File: src/rtl/uart_cmd_pkg.sv
// Shared types, constants and command table for the UART command decoder.
package uart_cmd_pkg;

  // Decoded command codes; values are what appears on cmd_code.
  typedef enum logic [2:0] {
    CMD_QSTICK  = 3'd0,
    CMD_GOLDEN  = 3'd1,
    CMD_SODAPOP = 3'd2,
    CMD_PAUSE   = 3'd3,
    CMD_RESTART = 3'd4,
    CMD_RESET   = 3'd5
  } cmd_e;

  // Line assembler states.
  typedef enum logic [1:0] {
    S_COLLECT = 2'd0,
    S_DISCARD = 2'd1,
    S_MATCH   = 2'd2
  } state_e;

  localparam logic [7:0] ASCII_LF = 8'h0A;
  localparam logic [7:0] ASCII_CR = 8'h0D;

  // last_code value shown before any command has been decoded.
  localparam logic [2:0] LAST_CODE_NONE = 3'd7;

  localparam int NUM_CMDS    = 6;
  localparam int CMD_MAX_LEN = 7;

  // Command strings, lowercase, zero padded; row index equals the cmd_e value.
  localparam logic [7:0] CMD_STR [NUM_CMDS][CMD_MAX_LEN] = '{
    '{"q", "s", "t", "i", "c", "k", 8'h00},
    '{"g", "o", "l", "d", "e", "n", 8'h00},
    '{"s", "o", "d", "a", "p", "o", "p"},
    '{"p", "a", "u", "s", "e", 8'h00, 8'h00},
    '{"r", "e", "s", "t", "a", "r", "t"},
    '{"r", "e", "s", "e", "t", 8'h00, 8'h00}
  };

  localparam int CMD_LEN [NUM_CMDS] = '{6, 6, 7, 5, 7, 5};

  // Table lookup that tolerates positions past the longest command.
  function automatic logic [7:0] cmd_char(input int c, input int i);
    if (i < CMD_MAX_LEN) return CMD_STR[c][i];
    return 8'h00;
  endfunction

  // Fold 'A'..'Z' to lowercase; every other byte passes through untouched.
  function automatic logic [7:0] to_lower(input logic [7:0] b);
    if (b >= 8'h41 && b <= 8'h5A) return b + 8'h20;
    return b;
  endfunction

endpackage

File: src/rtl/uart_cmd_decoder_if.sv
// RX FIFO pop port plus decoded command outputs of the command decoder.
interface uart_cmd_decoder_if;
  import uart_cmd_pkg::*;

  logic       rx_empty;
  logic [7:0] rx_pop_data;
  logic       rx_pop;
  logic       cmd_valid;
  cmd_e       cmd_code;
  logic       cmd_err;
  logic [2:0] last_code;

  // master: the decoder; slave: FIFO / game FSM side.
  modport master (
    input  rx_empty, rx_pop_data,
    output rx_pop, cmd_valid, cmd_code, cmd_err, last_code
  );

  modport slave (
    output rx_empty, rx_pop_data,
    input  rx_pop, cmd_valid, cmd_code, cmd_err, last_code
  );
endinterface

File: src/rtl/uart_cmd_match.sv
// Combinational compare of the assembled line against the command table.
module uart_cmd_match
  import uart_cmd_pkg::*;
#(
  parameter int MAX_LEN = 8,
  parameter int LW      = $clog2(MAX_LEN + 1)
) (
  input  logic [7:0]    line_buf [MAX_LEN],
  input  logic [LW-1:0] length,
  output logic          hit,
  output cmd_e          code
);

  logic [NUM_CMDS-1:0] cmd_hit;

  for (genvar gi = 0; gi < NUM_CMDS; gi++) begin : g_cmd
    logic row_hit;

    // Exact length and every stored character must equal this table row.
    always_comb begin
      row_hit = (length == LW'(CMD_LEN[gi]));
      for (int i = 0; i < MAX_LEN; i++) begin
        if (i < CMD_LEN[gi] && line_buf[i] != cmd_char(gi, i)) row_hit = 1'b0;
      end
    end

    assign cmd_hit[gi] = row_hit;
  end

  // Rows are mutually exclusive, so a simple lowest-index pick is enough.
  always_comb begin
    hit  = |cmd_hit;
    code = CMD_QSTICK;
    for (int c = NUM_CMDS - 1; c >= 0; c--) begin
      if (cmd_hit[c]) code = cmd_e'(3'(c));
    end
  end

endmodule

File: src/rtl/uart_cmd_decoder.sv
// Drains RX FIFO bytes into newline-terminated lines and decodes them into
// one-cycle command or error pulses for the game FSM.
module uart_cmd_decoder
  import uart_cmd_pkg::*;
#(
  parameter int MAX_LEN     = 8,
  parameter int TIMEOUT_CYC = 1_000_000
) (
  input logic                 clk,
  input logic                 reset,
  uart_cmd_decoder_if.master  bus
);

  localparam int LW = $clog2(MAX_LEN + 1);
  // Counter only needs to hold 0..TIMEOUT_CYC-1; the last value triggers.
  localparam int TW = (TIMEOUT_CYC > 1) ? $clog2(TIMEOUT_CYC) : 1;
  localparam bit TMO_EN = (TIMEOUT_CYC != 0);
  localparam logic [TW-1:0] TMO_LAST = (TIMEOUT_CYC > 0) ? TW'(TIMEOUT_CYC - 1) : '0;

  state_e        state_q, state_d;
  logic [LW-1:0] len_q, len_d;
  logic          ovf_q, ovf_d;
  logic [TW-1:0] tmo_q, tmo_d;
  logic          cmd_valid_q, cmd_valid_d;
  logic          cmd_err_q, cmd_err_d;
  cmd_e          cmd_code_q, cmd_code_d;
  logic [2:0]    last_code_q, last_code_d;

  logic          pop;
  logic          wr_en;
  logic [7:0]    rx_byte;
  logic [7:0]    line_buf [MAX_LEN];
  logic          match_hit;
  cmd_e          match_code;

  // S_MATCH is the one-cycle bubble: the head byte waits in the FIFO.
  assign pop     = ~bus.rx_empty & (state_q != S_MATCH);
  assign rx_byte = to_lower(bus.rx_pop_data);

  // Line buffer entries; only the slot addressed by the length counter loads.
  for (genvar gi = 0; gi < MAX_LEN; gi++) begin : g_buf
    logic [7:0] entry_q, entry_d;

    // Load this slot when it is the next free position in the line.
    always_comb begin
      entry_d = entry_q;
      if (wr_en && len_q == LW'(gi)) entry_d = rx_byte;
    end

    // Data storage only; validity is tracked by the length counter.
    always_ff @(posedge clk) begin
      entry_q <= entry_d;
    end

    assign line_buf[gi] = entry_q;
  end

  uart_cmd_match #(
    .MAX_LEN (MAX_LEN),
    .LW      (LW)
  ) u_match (
    .line_buf (line_buf),
    .length   (len_q),
    .hit      (match_hit),
    .code     (match_code)
  );

  // Next-state, buffer write, inter-byte timeout and output pulse logic.
  always_comb begin
    state_d     = state_q;
    len_d       = len_q;
    ovf_d       = ovf_q;
    tmo_d       = tmo_q;
    wr_en       = 1'b0;
    cmd_valid_d = 1'b0;
    cmd_err_d   = 1'b0;
    cmd_code_d  = cmd_code_q;
    last_code_d = last_code_q;

    case (state_q)
      S_COLLECT: begin
        if (pop) begin
          if (rx_byte == ASCII_LF) begin
            // Empty lines (e.g. a stray CRLF) are silently skipped.
            if (len_q != '0) state_d = S_MATCH;
          end else if (rx_byte != ASCII_CR) begin
            if (len_q < LW'(MAX_LEN)) begin
              wr_en = 1'b1;
              len_d = len_q + LW'(1);
            end else begin
              state_d = S_DISCARD;
              ovf_d   = 1'b1;
            end
          end
        end
      end
      S_DISCARD: begin
        if (pop && rx_byte == ASCII_LF) state_d = S_MATCH;
      end
      S_MATCH: begin
        if (match_hit && !ovf_q) begin
          cmd_valid_d = 1'b1;
          cmd_code_d  = match_code;
          last_code_d = match_code;
        end else begin
          cmd_err_d = 1'b1;
        end
        len_d   = '0;
        ovf_d   = 1'b0;
        state_d = S_COLLECT;
      end
      default: begin
        state_d = S_COLLECT;
        len_d   = '0;
        ovf_d   = 1'b0;
      end
    endcase

    // A pop always restarts the idle count, so it wins over a timeout.
    if (pop || state_q == S_MATCH) begin
      tmo_d = '0;
    end else if (TMO_EN && (len_q != '0 || state_q == S_DISCARD)) begin
      if (tmo_q == TMO_LAST) begin
        tmo_d   = '0;
        len_d   = '0;
        ovf_d   = 1'b0;
        state_d = S_COLLECT;
      end else begin
        tmo_d = tmo_q + TW'(1);
      end
    end
  end

  // State and output registers with asynchronous reset.
  always_ff @(posedge clk or posedge reset) begin
    if (reset) begin
      state_q     <= S_COLLECT;
      len_q       <= '0;
      ovf_q       <= 1'b0;
      tmo_q       <= '0;
      cmd_valid_q <= 1'b0;
      cmd_err_q   <= 1'b0;
      cmd_code_q  <= CMD_QSTICK;
      last_code_q <= LAST_CODE_NONE;
    end else begin
      state_q     <= state_d;
      len_q       <= len_d;
      ovf_q       <= ovf_d;
      tmo_q       <= tmo_d;
      cmd_valid_q <= cmd_valid_d;
      cmd_err_q   <= cmd_err_d;
      cmd_code_q  <= cmd_code_d;
      last_code_q <= last_code_d;
    end
  end

  assign bus.rx_pop    = pop;
  assign bus.cmd_valid = cmd_valid_q;
  assign bus.cmd_err   = cmd_err_q;
  assign bus.cmd_code  = cmd_code_q;
  assign bus.last_code = last_code_q;

endmodule

File: src/flat_wrapper.sv
// flat-port wrapper written by rule: the top's interface ports become plain ports
module uart_cmd_decoder_flat import uart_cmd_pkg::*;
#(
  parameter int MAX_LEN     = 8,
  parameter int TIMEOUT_CYC = 1_000_000
)
  (clk, reset, bus_rx_empty, bus_rx_pop_data, bus_rx_pop, bus_cmd_valid, bus_cmd_code, bus_cmd_err, bus_last_code);
  uart_cmd_decoder_if bus_i ();
  input logic clk;
  input logic reset;
  input wire logic [$bits(bus_i.rx_empty)-1:0] bus_rx_empty;
  input wire logic [$bits(bus_i.rx_pop_data)-1:0] bus_rx_pop_data;
  output wire logic [$bits(bus_i.rx_pop)-1:0] bus_rx_pop;
  output wire logic [$bits(bus_i.cmd_valid)-1:0] bus_cmd_valid;
  output wire logic [$bits(bus_i.cmd_code)-1:0] bus_cmd_code;
  output wire logic [$bits(bus_i.cmd_err)-1:0] bus_cmd_err;
  output wire logic [$bits(bus_i.last_code)-1:0] bus_last_code;
  assign bus_i.rx_empty = bus_rx_empty;
  assign bus_i.rx_pop_data = bus_rx_pop_data;
  assign bus_rx_pop = bus_i.rx_pop;
  assign bus_cmd_valid = bus_i.cmd_valid;
  assign bus_cmd_code = bus_i.cmd_code;
  assign bus_cmd_err = bus_i.cmd_err;
  assign bus_last_code = bus_i.last_code;
  uart_cmd_decoder #(.MAX_LEN(MAX_LEN), .TIMEOUT_CYC(TIMEOUT_CYC)) u_core (.clk(clk), .reset(reset), .bus(bus_i));
endmodule
File: config.mk
export PLATFORM = sky130hd
export DESIGN_NAME = uart_cmd_decoder_flat
export DESIGN_NICKNAME = d
export VERILOG_FILES = /design/src/rtl/uart_cmd_pkg.sv /design/src/rtl/uart_cmd_decoder_if.sv /design/src/rtl/uart_cmd_match.sv /design/src/rtl/uart_cmd_decoder.sv /design/src/flat_wrapper.sv
export SDC_FILE = /design/constraint.sdc
export NUM_CORES = 1
export LEC_CHECK = 0
export ABC_AREA = 1
export CAP_MARGIN = 20
export CORE_AREA = 2 2 105 107
export DETAILED_ROUTE_END_ITERATION = 10
export DIE_AREA = 0 0 107 109
export GPL_ROUTABILITY_DRIVEN = 0
export PLACE_DENSITY = 0.69
export SLEW_MARGIN = 5
export SYNTH_ARGS = -nofsm -noshare
export SYNTH_HDL_FRONTEND = slang
export SYNTH_SLANG_ARGS = --single-unit
File: constraint.sdc
create_clock -name clk -period 2.4 [get_ports clk]
set_input_delay 0.48 -clock clk [delete_from_list [all_inputs] [get_ports clk]]
set_output_delay 0.48 -clock clk [all_outputs]
set_load 0.02 [all_outputs]
## After elaboration in Yosys (flattened, before gate mapping)

Index checks and enable logic that the tools add are counted.

| word-level totals | value |
|---|---|
| register bits after elaboration | 91 |
| bits of input ports | 11 |
| output and inout port bits | 9 |
| word-level logic and storage cells | 169 |

| operators by class | value |
|---|---|
| $add $sub $neg | 3 |
| magnitude comparators | 3 |
| equality and inequality tests | 44 |
| multiplexer cells | 83 |
| bitwise logic cells | 2 |
| reductions and logical operators | 19 |

Operator list:

| operator | number |
|---|---|
| $ne A8 B7 Y1 const B | 31 |
| $mux W20 | 3 |
| $mux W1 | 53 |
| $mux W4 | 7 |
| $add A20 B1 Y20 const B | 1 |
| $eq A20 B20 Y1 const B | 1 |
| $mux W2 | 9 |
| $mux W3 | 6 |
| $eq A4 B3 Y1 const B | 4 |
| $mux W8 | 2 |
| $logic_and A1 B1 Y1 | 10 |
| $add A8 B6 Y8 const B | 1 |
| $eq A4 B2 Y1 const B | 2 |
| $eq A8 B4 Y1 const B | 1 |
| $ge A8 B7 Y1 const B | 1 |
| $le A8 B7 Y1 const B | 1 |
| $ne A8 B4 Y1 const B | 1 |
| $pmux W4 S2 | 1 |
| $reduce_or A6 Y1 | 1 |
| $add A4 B1 Y4 const B | 1 |
| $eq A4 B1 Y1 const B | 1 |
| $logic_not A4 Y1 | 1 |
| $lt A4 B4 Y1 const B | 1 |
| $pmux W2 S2 | 1 |
| 12 further kinds | 13 |

## Depth between registers and ports, before layout

Gate-level depths: netlist of the first run.

| depth | value |
|---|---|
| depth after elaboration | 13 |
| gate-level depth with buffers | 13 |
| depth with buffers taken out | 13 |

## Hierarchy

From an unflattened synthesis of the first run, not the netlist that was laid out.

| second synthesis, totals | value |
|---|---|
| cell total of the unflattened synthesis | 560 |
| area, all modules | 5011.1 um^2 |

By module, submodules not included:

| module | instances | cells each | area an instance (um^2) | seq. area each (um^2) |
|---|---|---|---|---|
| uart_cmd_decoder | 1 | 338 | 4127.7 | 2801.4 |
| uart_cmd_match | 1 | 222 | 883.3 | 0.0 |

## Worst setup path after synthesis of the first run

Ideal clock, no wire load.

| timing path | value |
|---|---|
| path kind | register -> register |
| from | register u_core.state_q[1] |
| to | register u_core.g_buf[4].entry_q[0], enable pin |
| setup time | 0.385 ns |
| arrival | 2.029 ns |
| required time | 2.015 ns |
| slack | -0.014 ns |
| stages on the path, launching flop included | 6 |
| buffers on the path | 0 |
| period minus slack after synthesis | 2.414 ns |
| cells stage by stage | dfrtp_1 inv_2 nor2_4 nor2_1 nand4_1 nor3b_1 |

| between the ends | value |
|---|---|
| longest elaborated chain between the ends | 5 |
| elaborated cells on any way between the ends | 6 |
| classes of those cells | 1 x eq/ne; 2 x mux; 1 x bitwise; 2 x reduce/logical |

Ends and longest elaborated chain:

| element | RTL line | source |
|---|---|---|
| from (decl) | uart_cmd_decoder.sv:20 | `state_e state_q, state_d;` |
| from (signal assigned) | uart_cmd_decoder.sv:146 | `state_q <= state_d;` |
| $ne A2 B2 Y1 | uart_cmd_decoder.sv:37 | `assign pop = ~bus.rx_empty & (state_q != S_MATCH);` |
| $and A1 B1 Y1 | uart_cmd_decoder.sv:37 |  |
| net bus_rx_pop | flat_wrapper.sv:13 | `output wire logic [$bits(bus_i.rx_pop)-1:0] bus_rx_pop;` |
| $mux W1 | uart_cmd_decoder.sv:82 | `if (pop) begin` |
| $mux W1 | uart_cmd_decoder.sv:80 | `case (state_q)` |
| $logic_and A1 B1 Y1 | uart_cmd_decoder.sv:47 | `if (wr_en && len_q == LW'(gi)) entry_d = rx_byte;` |
| to (signal assigned) | uart_cmd_decoder.sv:52 | `entry_q <= entry_d;` |
| to (decl) | uart_cmd_decoder.sv:42 | `logic [7:0] entry_q, entry_d;` |

The timed path passes the listed nets, and every way through them passes these cells.
A chain may end at the register's enable or synchronous reset.

## Final worst setup path of the first run

| timing path | value |
|---|---|
| from | register u_core.state_q[1] |
| to | output port bus_rx_pop |

| between the ends | value |
|---|---|
| longest elaborated chain between the ends | 2 |

Ends and longest elaborated chain:

| element | RTL line |
|---|---|
| $ne A2 B2 Y1 | uart_cmd_decoder.sv:37 |
| $and A1 B1 Y1 | uart_cmd_decoder.sv:37 |
| to (decl) | flat_wrapper.sv:13 |

No other way between the ends.

==> results of run 1 <==
sequential cells by signal, summed over array words and instances, names as in the netlist:
register,cells
u_core.bus.cmd_code,3
u_core.bus.cmd_err,1
u_core.bus.cmd_valid,1
u_core.bus.last_code,3
u_core.g_buf.entry_q,56
u_core.len_q,4
u_core.ovf_q,1
u_core.state_q,2
u_core.tmo_q,20
worst max-delay path, delay by kind of cell (launching register included):
kind | cells | cell delay [ps]
buf+inv | 2 | 770
flops | 1 | 430
simple gates | 2 | 260
worst paths after layout:
kind / to / slack, ps / depth (start not counted)
min: u_core.bus.last_code[2]$_DFFE_PP1P_ / 470 / 2
min in group asynchronous: u_core.bus.cmd_valid$_DFF_PP0_ / 480 / 3
max in group asynchronous: u_core.bus.last_code[0]$_DFFE_PP1P_ / 1570 / 3
max reg2reg: u_core.tmo_q[18]$_DFFE_PP0P_ / 300 / 11
min reg2reg: u_core.bus.last_code[2]$_DFFE_PP1P_ / 470 / 2
max: bus_rx_pop / 80 / 4
stage by stage:
stage | hold WS, ps | std cells | setup TNS [ps]
6_report | 470.7 | 788 | 0
3_3_place_gp | 453.3 | 772 | -8144
3_5_place_dp | 459.4 | 772 | -11760
5_1_grt | 498.8 | 788 | 0
2_1_floorplan | 464.0 | 586 | 0
4_1_cts | 476.0 | 788 | 0
logic make-up after synthesis:
| kind of cell | count (synthesis) | synth area share (%) |
|---|---|---|
| adders and majority gates | 6 | 1.551 |
| AOI/OAI and AO/OA | 32 | 3.930 |
| and+or+nand+nor | 361 | 33.84 |
| buffers and inverters | 96 | 7.756 |
| DFF | 91 | 52.92 |
what timing repair did:
action / CTS / global route
hold endpoints to repair: 0 / 0
gates resized for setup: 0 / 2
setup endpoints to repair: 0 / 19
area by class of cell:
cell class                 instances  share of cell area, %
sequential                        91                  45.63
multi-input combinational        399                  34.08
timing repair buffer              48                  7.312
inverter                          94                  6.286
tap                              140                  3.121
clock buffer                      10                  2.653
clock inverter                     6                 0.9140
report_power, final:
group | leakage [nW] | internal (W) | total (W) | switching, W
clock network | 0.107 | 0.000460 | 0.00104 | 0.000576
logic | 1.31 | 0.000141 | 0.000441 | 0.000300
registers | 0.961 | 0.00173 | 0.00180 | 0.0000618
total | 2.38 | 0.00234 | 0.00327 | 0.000937
layout by cell type, fill, tap and decap left out, drive strengths merged:
master and instances:
a22oi 1, nand4 15, nor4 2, o21a 1, ha 6, nand2 132, clkinv 1, dlymetal6s2s 1
nand3 48, buf 29, o21bai 1, inv 99, nor2 125, nor3b 5, and3 1, clkbuf 10
a2bb2oi 1, a32o 1, o21ai 7, a211oi 1, nand3b 5, dfstp 3, dfrtp 32, edfxtp 56
a31oi 2, a21oi 15, o2111a 1, nor3 28, clkdlybuf4s50 18, a21boi 1
metal layers:
| layer | share of wire, % | up-vias |
|---|---|---|
| met5 | 0 | - |
| met4 | 1.4 | 0 |
| met3 | 6.7 | 19 |
| met2 | 47 | 144 |
| met1 | 44 | 1887 |
| li1 | - | 2017 |
cell usage after synthesis, types with 3 or more instances:
cell type  instances  share of area (%)
a21oi_1           15                1.6
dfrtp_1           32                 17
dfstp_2            3                1.6
edfxtp_1          56                 35
ha_1               6                1.6
inv_1             93                7.2
nand2_1          128                9.9
nand2_2            3               0.39
nand3_1           45                4.7
nand3b_1           5               0.78
nand4_1           15                1.9
nor2_1           115                8.9
nor2_2             9                1.2
nor3_1            25                2.6
nor3b_1            3               0.47
o21ai_0            5               0.52
==> results.py, run 1 <==
metrics = {
    "route": {
        "postRouteAntennaNets": 0,
        "wl_per_cell_um": 14.53,
        "drt-initial-drc-count": 374,
        "drc": 0,
        "drt_wl_total_mm": 11.45,
        "route.vias.total": 4067,
        "drt_first_pass_iters": 7,
        "vias_per_cell": 5.161,
    },
    "synthesis": {
        "postSynthCellCount": 586,
        "syn-num-nets": 603,
        "avgSynthCellArea_um2": 8.259,
        "ys_seq_area_share_pct": 52.92,
        "synthDistinctLibCells": 37,
        "ys_warn_count": 0,
        "ys_seq_elements": 91,
        "synth_flop_cell": "edfxtp_1",
        "netlist_area_um2": 4840,
        "synth_edf_count": 56,
        "async_reset_ff_share_pct": 38.46,
    },
    "floorplan": {
        "core-area_um2": 10600,
        "ios": 20,
        "start_util_pct": 45.65,
        "rows": 38,
        "die_area_um2": 11660,
        "die_height_um": 109,
        "dieWidth_um": 107,
    },
    "power": {
        "totalPowerFinal_w": 0.003272,
        "leakagePower_nw": 2.380,
        "power.density_nw_per_um2": 583.0,
        "ir_worst_vdd_mv": 0.3662,
    },
    "setup_path": {
        "cp.arrival_ps": 1840,
        "path_class": "register to primary output",
        "critPathMaxStageDelay_ps": 650,
        "end_kind": "primary output",
        "path_cells": "inv_2, nor2_4, nor2_1, clkdlybuf4s50_1",
        "crit_fanout": 7,
        "required_ps": 1920,
        "start_kind": "register",
        "rr_startpoint": "u_core.tmo_q[1]$_DFFE_PP0P_",
        "startpoint": "u_core.state_q[1]$_DFF_PP0_",
        "slowest_stage": "clkdlybuf4s50_1",
    },
    "cts": {
        "cts_max_path_buffers": 2,
        "root_buffer": "clkbuf_8",
        "cts.htree.levels": 3,
        "cts_sinks": 91,
        "clk_latency_ps": 370,
        "cts_tree": "built",
        "path_clk_slew_ps": 100,
        "numCtsBuffers": 9,
        "post_cts_buffers": 0,
        "cts_hold_buf": 0,
    },
    "final_layout": {
        "multi_input_area_um2": 1913,
        "n_antenna_cell": 0,
        "num-fill-cells": 941,
        "final_cell_area_um2": 5613,
        "nNetsFinal": 660,
        "layout-drive-gt1-share_pct": 11.27,
        "fin_util_pct": 52.94,
        "seq_area_um2": 2561,
        "syn2layout_area_growth_pct": 15.98,
    },
    "global_routing": {
        "grtUsageMet3_pct": 4.005,
        "grt_use_met1_pct": 27.77,
        "grt_max_degree": 36,
        "antenna_found_initial": 0,
        "use_met2_pct": 35.99,
        "grt.overflow.total": 0,
        "grt.busiest_layer": "met2",
        "grt_pass1_wl_mm": 19.21,
        "first_global_vias": 4026,
        "track_usage_pct": 21.27,
    },
    "sta": {
        "setup_ws_ps": 83.39,
        "period_share_pct": 96.53,
        "drv_slew": 0,
        "setup_violations": 0,
        "period_minus_slack_ps": 2317,
        "fin_worst_skew_ps": 12.00,
        "hold_viol": 0,
        "slew_headroom_pct": 69.68,
        "rsz0062_at_grt": "no",
        "max_freq_ghz": 0.4317,
        "worst_pin_slew_ps": 454.3,
    },
    "placement": {
        "port_buffers": 19,
        "dp_hpwl_mm": 8.890,
        "place_ws_ps": -280.4,
        "dpl-instance-area_um2": 5405,
    },
    "outcome": {
        "status": "finished, final reports clean",
    },
    "worst_hold_path": {
        "hold_path_class": "register to register",
        "holdCritStartpoint": "u_core.bus.last_code[2]$_DFFE_PP1P_",
    },
    "run": {
        "cap_violations": 0,
    },
}
Power figures use the tool's default switching activity.
==> inputs of run 2 (changes only) <==
Settings changed: CAP_MARGIN 20 to not set.
==> results of run 2 <==
Same layout as run 1: the final DEF is identical, and so are final timing and power.
==> inputs of run 3 (changes only) <==
Settings changed: CORE_AREA 2 2 105 107 to 2 2 94 96, DIE_AREA 0 0 107 109 to 0 0 96 98, PLACE_DENSITY 0.69 to 0.85, SYNTH_HIERARCHICAL set to 1.
==> run 3 against run 2 <==
Count of clock-buffer cells in the layout is 1 lower. Setup slack better by 160 ps. Power is 0.85% lower. Cell count is 9.5% lower. Highest routed layer unchanged.
==> results.py, run 3 <==
metrics = {
    "outcome": {
        "status": "finished, final reports clean",
    },
    "route": {
        "drc": 0,
        "wl_per_cell_um": 14.18,
        "drt_wl_total_mm": 10.11,
        "vias_per_cell": 5.323,
        "drt-initial-drc-count": 259,
        "postRouteAntennaNets": 0,
        "drt_first_pass_iters": 5,
        "route.vias.total": 3795,
    },
    "final_layout": {
        "syn2layout_area_growth_pct": 13.52,
        "multi_input_area_um2": 1844,
        "layout_commonest_cell": "nand2_1",
        "largest_register_ffs": 56,
        "n_antenna_cell": 0,
        "final_cell_area_um2": 5411,
        "final_cell_mix": "nand2_1, nor2_1, inv_1",
        "reg_top3": "u_core/g_buf.entry_q x56, u_core/tmo_q x20, u_core/len_q x4",
        "max_flop_register": "u_core/g_buf.entry_q",
        "fin_util_pct": 63.92,
        "layout-drive-gt1-share_pct": 14.71,
        "num-fill-cells": 647,
        "seq_area_um2": 2561,
        "nNetsFinal": 617,
    },
    "placement": {
        "dpl-instance-area_um2": 5231,
        "port_buffers": 19,
        "dp_hpwl_mm": 7.619,
    },
    "floorplan": {
        "ios": 20,
        "die_area_um2": 9408,
        "dieWidth_um": 96,
        "start_util_pct": 56.31,
        "die_height_um": 98,
        "rows": 34,
        "core-area_um2": 8466,
    },
    "setup_path": {
        "crit_fanout": 8,
        "start_kind": "input port",
        "rr_startpoint": "u_core/len_q[1]$_DFF_PP0_",
        "crit_end": "u_core/g_buf[4].entry_q[1]$_DFFE_PP_",
        "r2r-end": "u_core/tmo_q[19]$_DFFE_PP0P_",
        "cp.arrival_ps": 2220,
        "end_kind": "register",
        "r2r_cells": 8,
        "ff2ff_setup_slack_ps": 260,
        "path_class": "input port to register",
        "startpoint": "bus_rx_pop_data[2]",
        "required_ps": 2470,
    },
    "power": {
        "internal-power_w": 0.002286,
        "power.density_nw_per_um2": 599.6,
        "leakagePower_nw": 2.309,
        "p_sw_share_pct": 29.54,
        "combPwrFrac_pct": 15.1,
        "seqPwrFrac_pct": 56.4,
        "p_sw_w": 0.0009583,
        "ir_worst_vdd_mv": 0.5155,
        "power.share.clock_pct": 28.5,
    },
    "sta": {
        "fin_worst_skew_ps": 8.333,
        "rsz0062_at_grt": "no",
        "drv_slew": 0,
        "max_freq_ghz": 0.4640,
        "setup_violations": 0,
        "period_minus_slack_ps": 2155,
        "worst_pin_slew_ps": 486.2,
        "period_share_pct": 89.80,
        "slew_headroom_pct": 67.55,
        "hold_viol": 0,
    },
    "global_routing": {
        "grt.overflow.total": 0,
        "grt_max_degree": 36,
        "track_usage_pct": 23.51,
        "first_global_vias": 3824,
        "antenna_found_initial": 0,
        "grt_pass1_wl_mm": 16.98,
    },
    "cts": {
        "clk_latency_ps": 360,
        "cts.htree.levels": 3,
        "cts_sinks": 91,
        "root_buffer": "clkbuf_8",
        "cts_hold_buf": 0,
        "path_clk_slew_ps": 90,
        "cts_max_path_buffers": 2,
        "cts_tree": "built",
        "numCtsBuffers": 9,
    },
    "synthesis": {
        "netlist_area_um2": 4767,
        "avgSynthCellArea_um2": 8.652,
        "syn-num-nets": 568,
        "ys_warn_count": 6,
        "postSynthCellCount": 551,
    },
    "worst_hold_path": {
        "holdCritStartpoint": "u_core/bus.last_code[0]$_DFFE_PP1P_",
        "hold_path_class": "register to register",
    },
    "run": {
        "cap_violations": 0,
    },
}
[run 3: cell count changes in the layout (fill, tap and decap cells not counted), sizes merged, moves of 7 or more]
cell,delta
nor2,-17
o21ai,+7
nand3,-23
nand2,+14
nor3,-12
inv,-7
buf,-7
[run 3: power groups by stage]
stage / clock, W / combinational, W / sequential, W
after floorplan: 0 / 0.000334 / 0.00184
after global placement: 0 / 0.000461 / 0.00186
after detailed placement: 0 / 0.000482 / 0.00186
after CTS: 0.000934 / 0.000488 / 0.00183
after global routing: 0.00100 / 0.000547 / 0.00184
final: 0.000924 / 0.000491 / 0.00183
[run 3: area by class of cell]
cell class | count | area share [%]
Tap cell | 108 | 2.497
Clock inverter | 7 | 0.9480
Timing Repair Buffer | 41 | 6.613
Clock buffer | 9 | 2.289
Multi-Input combinational cell | 367 | 34.08
Inverter | 90 | 6.243
Sequential cell | 91 | 47.33
[run 3: how the worst min path moves through the flow]
stage          cells after the start                                  end  slack (ps)
3_3_place_gp                       2  u_core/bus.last_code[0]$_DFFE_PP1P_         460
5_1_grt                            2               u_core/ovf_q$_DFF_PP0_         520
2_1_floorplan                      2               u_core/ovf_q$_DFF_PP0_         440
4_1_cts                            2               u_core/ovf_q$_DFF_PP0_         490
3_5_place_dp                       2               u_core/ovf_q$_DFF_PP0_         470
6_report                           2  u_core/bus.last_code[0]$_DFFE_PP1P_         490
[run 3: timing repair]
action                                  in CTS  in global routing
buffers inserted                             0                  0
gates resized for setup                      0                  2
endpoints found under the setup margin       0                  9
[run 3: stage by stage]
stage	hold WS (ps)	setup WS (ps)	TNS [ps]	total power (W)	instances
after CTS	489.6	84.02	0	0.003250	713
after detailed placement	468.2	-157.7	-3837	0.002344	697
after global routing	520.6	67.56	0	0.003392	713
after floorplan	441.9	132.3	0	0.002173	551
final	486.9	244.9	0	0.003245	713
after global placement	461.2	-34.20	-346.0	0.002318	697
[run 3: metal layers]
layer  vias up  global-route usage (%)  wire, µm
met4         0                   11.87       291
met5         -                       0         0
met1      1755                   29.92      4141
li1       1862                       -         -
met3        26                   3.781       600
met2       152                   38.51      5075
[run 3: critical path, stage by stage]
cell	delay, ps
clkdlybuf4s50_1	450
nor2_1	190
nand2_1	70
nand2_1	60
nand2_1	90
nand2_1	70
nand2_1	70
nand3_2	90
nand2_2	80
buf_4	170
nor3b_1	190
buf_4	210
